## src/rtl/vga_sync_receiver.sv

```systemverilog
// VGA timing receiver: registers the syncs, recovers the pixel position, qualifies
// line and frame timing over whole frames and passes pixels only from a locked stream.
module vga_sync_receiver #(
   parameter int H_SYNC      = 96,
   parameter int H_BACK      = 48,
   parameter int H_DISP      = 640,
   parameter int H_FRONT     = 16,
   parameter int H_TOTAL     = 800,
   parameter int V_SYNC      = 2,
   parameter int V_BACK      = 33,
   parameter int V_DISP      = 480,
   parameter int V_FRONT     = 10,
   parameter int V_TOTAL     = 525,
   parameter int LOCK_FRAMES = 2
) (
   input  logic        driver_clk,
   input  logic        sys_rst,
   input  logic        Hsync,
   input  logic        Fsync,
   input  logic [29:0] data_in,
   output logic [29:0] data_out,
   output logic        data_valid,
   output logic [9:0]  pixel_xpos,
   output logic [9:0]  pixel_ypos,
   output logic        frame_start,
   output logic        locked,
   output logic        timing_err
);

   localparam logic [9:0] POS_MAX  = 10'h3FF;
   localparam logic [9:0] H_SYNC_W = 10'(H_SYNC);
   localparam logic [9:0] H_LAST   = 10'(H_TOTAL - 1);
   localparam logic [9:0] V_LAST   = 10'(V_TOTAL - 1);
   localparam logic [9:0] H_ACT_LO = 10'(H_SYNC + H_BACK);
   localparam logic [9:0] H_ACT_HI = 10'(H_TOTAL - H_FRONT - 1);
   localparam logic [9:0] V_ACT_LO = 10'(V_SYNC + V_BACK);
   localparam logic [9:0] V_ACT_HI = 10'(V_TOTAL - V_FRONT - 1);
   localparam logic [9:0] H_DISP_W = 10'(H_DISP);
   localparam logic [9:0] V_DISP_W = 10'(V_DISP);
   localparam logic [7:0] LOCK_CNT = 8'(LOCK_FRAMES);

   typedef enum logic [1:0] {SEARCH, CHECK, LOCKED} state_t;

   state_t      state, state_n;
   logic        hs_q, hs_qq, vs_q, vs_line;
   logic [29:0] data_q;
   logic [9:0]  hpos_r, vpos_r;
   logic        sync_ok, frame_bad;
   logic [7:0]  good_cnt, good_cnt_n;

   logic        line_start, hs_rise, frame_start_ev, line_bad, frame_good, active;
   logic [9:0]  hpos, vpos, xoff, yoff;
   logic        vs_line_n, sync_ok_n, frame_bad_n;

   // hpos/vpos locate the pixel now in data_q; hpos_r/vpos_r hold the previous cycle's values.
   // NOTE: every always_comb output is given a default first so no path can infer a latch.
   always_comb begin
      line_start     = hs_qq & ~hs_q;
      hs_rise        = ~hs_qq & hs_q;
      frame_start_ev = line_start & ~vs_q & vs_line;
      hpos           = line_start ? 10'd0 : ((hpos_r == POS_MAX) ? POS_MAX : hpos_r + 10'd1);
      line_bad       = ~sync_ok | (hpos_r != H_LAST);
      frame_good     = ~(frame_bad | line_bad) & (vpos_r == V_LAST);
      vpos           = vpos_r;
      vs_line_n      = vs_line;
      sync_ok_n      = sync_ok;
      frame_bad_n    = frame_bad;
      if (hs_rise)
         sync_ok_n = (hpos == H_SYNC_W);
      if (line_start) begin
         vs_line_n = vs_q;
         sync_ok_n = 1'b0;
         if (frame_start_ev) begin
            vpos        = 10'd0;
            frame_bad_n = 1'b0;
         end else begin
            vpos        = (vpos_r == POS_MAX) ? POS_MAX : vpos_r + 10'd1;
            frame_bad_n = frame_bad | line_bad;
         end
      end
      xoff   = hpos - H_ACT_LO;
      yoff   = vpos - V_ACT_LO;
      active = (hpos >= H_ACT_LO) && (hpos <= H_ACT_HI) && (xoff < H_DISP_W) &&
               (vpos >= V_ACT_LO) && (vpos <= V_ACT_HI) && (yoff < V_DISP_W);
   end

   // The line that ends on a frame start is folded into frame_good before judging the frame.
   always_comb begin
      state_n    = state;
      good_cnt_n = good_cnt;
      case (state)
         SEARCH: begin
            if (frame_start_ev) begin
               state_n    = CHECK;
               good_cnt_n = 8'd0;
            end
         end
         CHECK: begin
            if (frame_start_ev) begin
               good_cnt_n = frame_good ? good_cnt + 8'd1 : 8'd0;
               if (good_cnt_n == LOCK_CNT)
                  state_n = LOCKED;
            end
         end
         LOCKED: begin
            if ((line_start && line_bad) || (frame_start_ev && (vpos_r != V_LAST)))
               state_n = SEARCH;
         end
         default: state_n = SEARCH;
      endcase
      if (hpos == POS_MAX)
         state_n = SEARCH;
   end

   always_ff @(posedge driver_clk) begin
      if (sys_rst)
         state <= SEARCH;
      else
         state <= state_n;
   end

   // NOTE: sequential state uses non-blocking assignments so every register samples pre-edge values.
   always_ff @(posedge driver_clk) begin
      if (sys_rst) begin
         hs_q        <= 1'b1;
         hs_qq       <= 1'b1;
         vs_q        <= 1'b1;
         vs_line     <= 1'b1;
         data_q      <= '0;
         hpos_r      <= '0;
         vpos_r      <= '0;
         sync_ok     <= 1'b0;
         frame_bad   <= 1'b0;
         good_cnt    <= '0;
         data_out    <= '0;
         data_valid  <= 1'b0;
         pixel_xpos  <= '0;
         pixel_ypos  <= '0;
         frame_start <= 1'b0;
         locked      <= 1'b0;
         timing_err  <= 1'b0;
      end else begin
         hs_q        <= Hsync;
         hs_qq       <= hs_q;
         vs_q        <= Fsync;
         data_q      <= data_in;
         hpos_r      <= hpos;
         vpos_r      <= vpos;
         vs_line     <= vs_line_n;
         sync_ok     <= sync_ok_n;
         frame_bad   <= frame_bad_n;
         good_cnt    <= good_cnt_n;
         data_valid  <= active && (state_n == LOCKED);
         data_out    <= (active && (state_n == LOCKED)) ? data_q : '0;
         pixel_xpos  <= active ? xoff : '0;
         pixel_ypos  <= active ? yoff : '0;
         frame_start <= frame_start_ev && (state_n == LOCKED);
         locked      <= (state_n == LOCKED);
         timing_err  <= (state == LOCKED) && (state_n != LOCKED);
      end
   end

endmodule

```

## config.mk

```make
export PLATFORM = sky130hd
export DESIGN_NAME = vga_sync_receiver
export DESIGN_NICKNAME = d
export VERILOG_FILES = /design/src/rtl/vga_sync_receiver.sv
export SDC_FILE = /design/constraint.sdc
export NUM_CORES = 1
export LEC_CHECK = 0
export ABC_AREA = 1
export BUFFER_PORTS_ARGS = -buffer_cell sky130_fd_sc_hd__buf_2
export CELL_PAD_IN_SITES_DETAIL_PLACEMENT = 1
export CELL_PAD_IN_SITES_GLOBAL_PLACEMENT = 1
export CORE_MARGIN = 4
export CORE_UTILIZATION = 43
export CTS_CLUSTER_SIZE = 25
export DETAILED_ROUTE_END_ITERATION = 10
export HOLD_SLACK_MARGIN = 0.08
export PLACE_DENSITY_LB_ADDON = 0.1
export SYNTH_ARGS = -nofsm -noshare
export SYNTH_HDL_FRONTEND = slang
export SYNTH_SLANG_ARGS = --single-unit
```

## constraint.sdc

```tcl
create_clock -name driver_clk -period 5.3 [get_ports driver_clk]
set_input_delay 1.06 -clock driver_clk [delete_from_list [all_inputs] [get_ports driver_clk]]
set_output_delay 1.06 -clock driver_clk [all_outputs]
set_load 0.01 [all_outputs]
```

==> flow_summary.yaml <==
outcome:
  status: "finished, final reports clean"
drt:
  top_layer: "met4"
  viasPerCell: 4.74
  dr.first_iter.drc_count: 214
  wl_met3_um: 553
  routed_wirelength_um: 12300
  ant_nets: 0
  drt-pass1-iter-count: 4
  drt-wirelength-per-cell_um: 13.2
  vias: 4397
  drc_errors: 0
  dr_wl_met2_um: 5890
  drt-met1-wl_um: 5650
timing:
  fin_worst_skew_ps: 7.50
  finalSetupTns_ps: 0
  rsz0062_at_grt: "false"
  timing.final.crit_share: 0.676
  tightest_slew_ps: 1010
  period_minus_slack_ps: 3580
  final-hold-violation-count: 0
  slew-limit-headroom: 0.324
  setup_violations: 0
  max_freq_mhz: 279
  slew_violations: 0
layout:
  nNetsFinal: 816
  multi_input_area_mm2: 0.00213
  synthToLayoutAreaGrowth_pct: 22.6
  regArea_mm2: 0.00240
  drive_gt1_frac: 0.246
  diodes: 0
  num-fill-cells: 1478
  fin_area_mm2: 0.00623
clock_tree:
  cts_inserted_buffers: 17
  htree_levels: 4
  clk_pin_slew_ps: 60
  cts_setup_buffers: 0
  cts_buffer_depth: 2
  cts_resized: 0
  clkLatencyLatePin_ps: 420
  cts_tree: "built"
  numClockSinks: 120
  root_buffer: "clkbuf_16"
  hold_buffers: 0
yosys:
  ys.warnings.count: 0
  netlist.area_leader.share: 0.473
  ys_ff_latch: 120
  synth_area_leader_cell: "dfxtp_1"
  synthCells: 678
  avgSynthCellArea_um2: 7.50
  synth_fp_nets: 722
  synth_simple_gate_area_frac: 0.341
  synthAdderAreaFrac: 0.0246
  synthXorXnorAreaFrac: 0.0138
  syn_area_mm2: 0.00508
  synth_compound_area_frac: 0.0391
  synth_top_family_by_area: "simple AND/OR/NAND/NOR gates"
  synth.area.top_cells: "dfxtp_1 47%, nand2_1 10%, inv_1 8.8%"
  muxShareOfSynthArea: 0
  synth_cell_types: 36
  ys_seq_area_frac: 0.473
global_routing:
  grt-ovfl-total: 0
  grt_use_total: 0.196
  grt_pass1_wl_um: 21100
  grt_max_degree: 67
  grt_pass1_vias: 4572
  antenna_found_initial: 0
placement:
  port_buffers: 87
  dp.final_hpwl_um: 8920
  gp_congestion: 0.796
  place_area_mm2: 0.00561
pwr:
  power.density_mw_per_mm2: 355
  total_leakage_power_uw: 0.00314
  ir_drop_v: 0.000199
floorplanning:
  core-area_mm2: 0.0115
  fp.dieH_um: 117
  io_pins: 88
  die_w_um: 117
  initial_utilization: 0.441
  fp-row-count: 39
  dieArea_mm2: 0.0136
setup_path:
  critical_path.slowest_cell: "nand3_2"
  endpoint_kind: "flop"
  critical_path.max_fanout: 31
  critical_path.cell_chain: "ha_1 -> nand2_2 -> nor2_4 -> nand3_2 -> nand3_1 -> nand2_2 -> inv_1 -> ha_1 -> nand4_1 -> nor2_1 -> nand2_1 -> nand3_1 -> nand2_1 -> inv_1 -> nand3_2 -> nor2_4 -> nand3_2 -> nor2_2"
  cpPeakStageDelay_ps: 780
  path_buf_inv: 2
  critPathArrivalTime_ps: 3920
  cp.required_ps: 5630
  crit_type: "reg2reg"
  cp_top_family: "simple AND/OR/NAND/NOR gates"
  cpMostUsedCell: "nand3_2"
  crit_path_start_kind: "flop"
hold_path:
  hold_path.class: "reg2reg"
run:
  max_cap_violations: 0
final cells by class:
type                    instances  share of cell area
inverters                     122              0.0735
clock inverters                15              0.0305
repair buffers                 88              0.0711
flip-flops and latches        120               0.386
multi-input cells             423               0.342
well taps                     143              0.0287
clock buffers                  17              0.0683
cells in the final DEF, fill, tap and decap left out, drive strengths merged, types with 10 or more instances in the layout:
master	instances
dfxtp	120
o21ai	14
nor2	151
buf	88
nand4	13
ha	10
inv	128
a21oi	14
nand3	42
nand2	148
clkbuf	17
power breakdown:
part           leakage (µW)  switching, µW  internal (µW)  total, µW
clock              0.000298            443            749       1190
sequential         0.000977           9.44            920        930
combinational       0.00187           58.6           32.0       90.6
tightest hold or removal path: stages (launching register included):
cell and delay, ps:
dfxtp_1 300, inv_1 50, nor2_1 40
logic make-up after synthesis:
kind of cell    Yosys count
flops                   120
simple gates            369
other cells               1
buf+inv                 135
fa+ha+maj                10
xor+xnor                  8
compound gates           35
final timing paths:
| path | cells after the start | endpoint | from | slack, ps |
|---|---|---|---|---|
| max | 18 | data_out[16] | hpos_r[0] | 1720 |
| max reg2reg | 18 | data_out[16] | hpos_r[0] | 1720 |
| min | 2 | data_out[29] | data_q[29] | 420 |
| min reg2reg | 2 | data_out[29] | data_q[29] | 420 |
synthesized netlist by cell type:
cell and count:
o21bai_1 2, buf_6 4, o21ai_0 12, nand3b_1 3, a31oi_1 1, inv_2 3
buf_2 1, nand3_4 2, buf_8 1, or2_1 1, clkbuf_1 6, ha_1 10
dfxtp_1 120, nand4_1 13, nor2_2 43, xnor2_1 5, nand3_2 6, nor3_1 8
nand3_1 34, a21boi_0 1, o21ai_1 1, nor2_8 1, nor2_1 103, xor2_1 3
nor2_4 4, a21oi_1 13, a21oi_2 1, or2_2 3, buf_1 1, o21ai_2 1
a211oi_1 1, inv_1 119, nand2_1 139, o211ai_1 2, nand2_2 9, conb_1 1
routing by layer:
metal  global-route usage  up-vias
li1                     -     2241
met1                0.242     2056
met2                0.331       87
met3               0.0539       13
met4               0.0665        0
met5                    0        -
sequential cells by signal, indices dropped and copies added, names as in the netlist:
register     cells
hs_q             1
good_cnt         8
data_q          30
data_out        30
locked           1
vs_q             1
frame_bad        1
pixel_ypos      10
vs_line          1
data_valid       1
frame_start      1
sync_ok          1
timing_err       1
pixel_xpos      10
hs_qq            1
hpos_r          10
vpos_r          10
state            2
per-stage QoR:
stage                     setup slack, ps  utilization  power, µW  hold slack [ps]  cells
after CTS                            1620        0.541       2240              425    928
after detailed placement             1650        0.487       1040              414    896
after global routing                 1260        0.541       2300              435    928
final                                1720        0.541       2210              421    928
after global placement               1880        0.487       1040              403    896
after floorplan                      2850            -       1010              394    678
No activity file was read; power rests on OpenSTA's default activity.
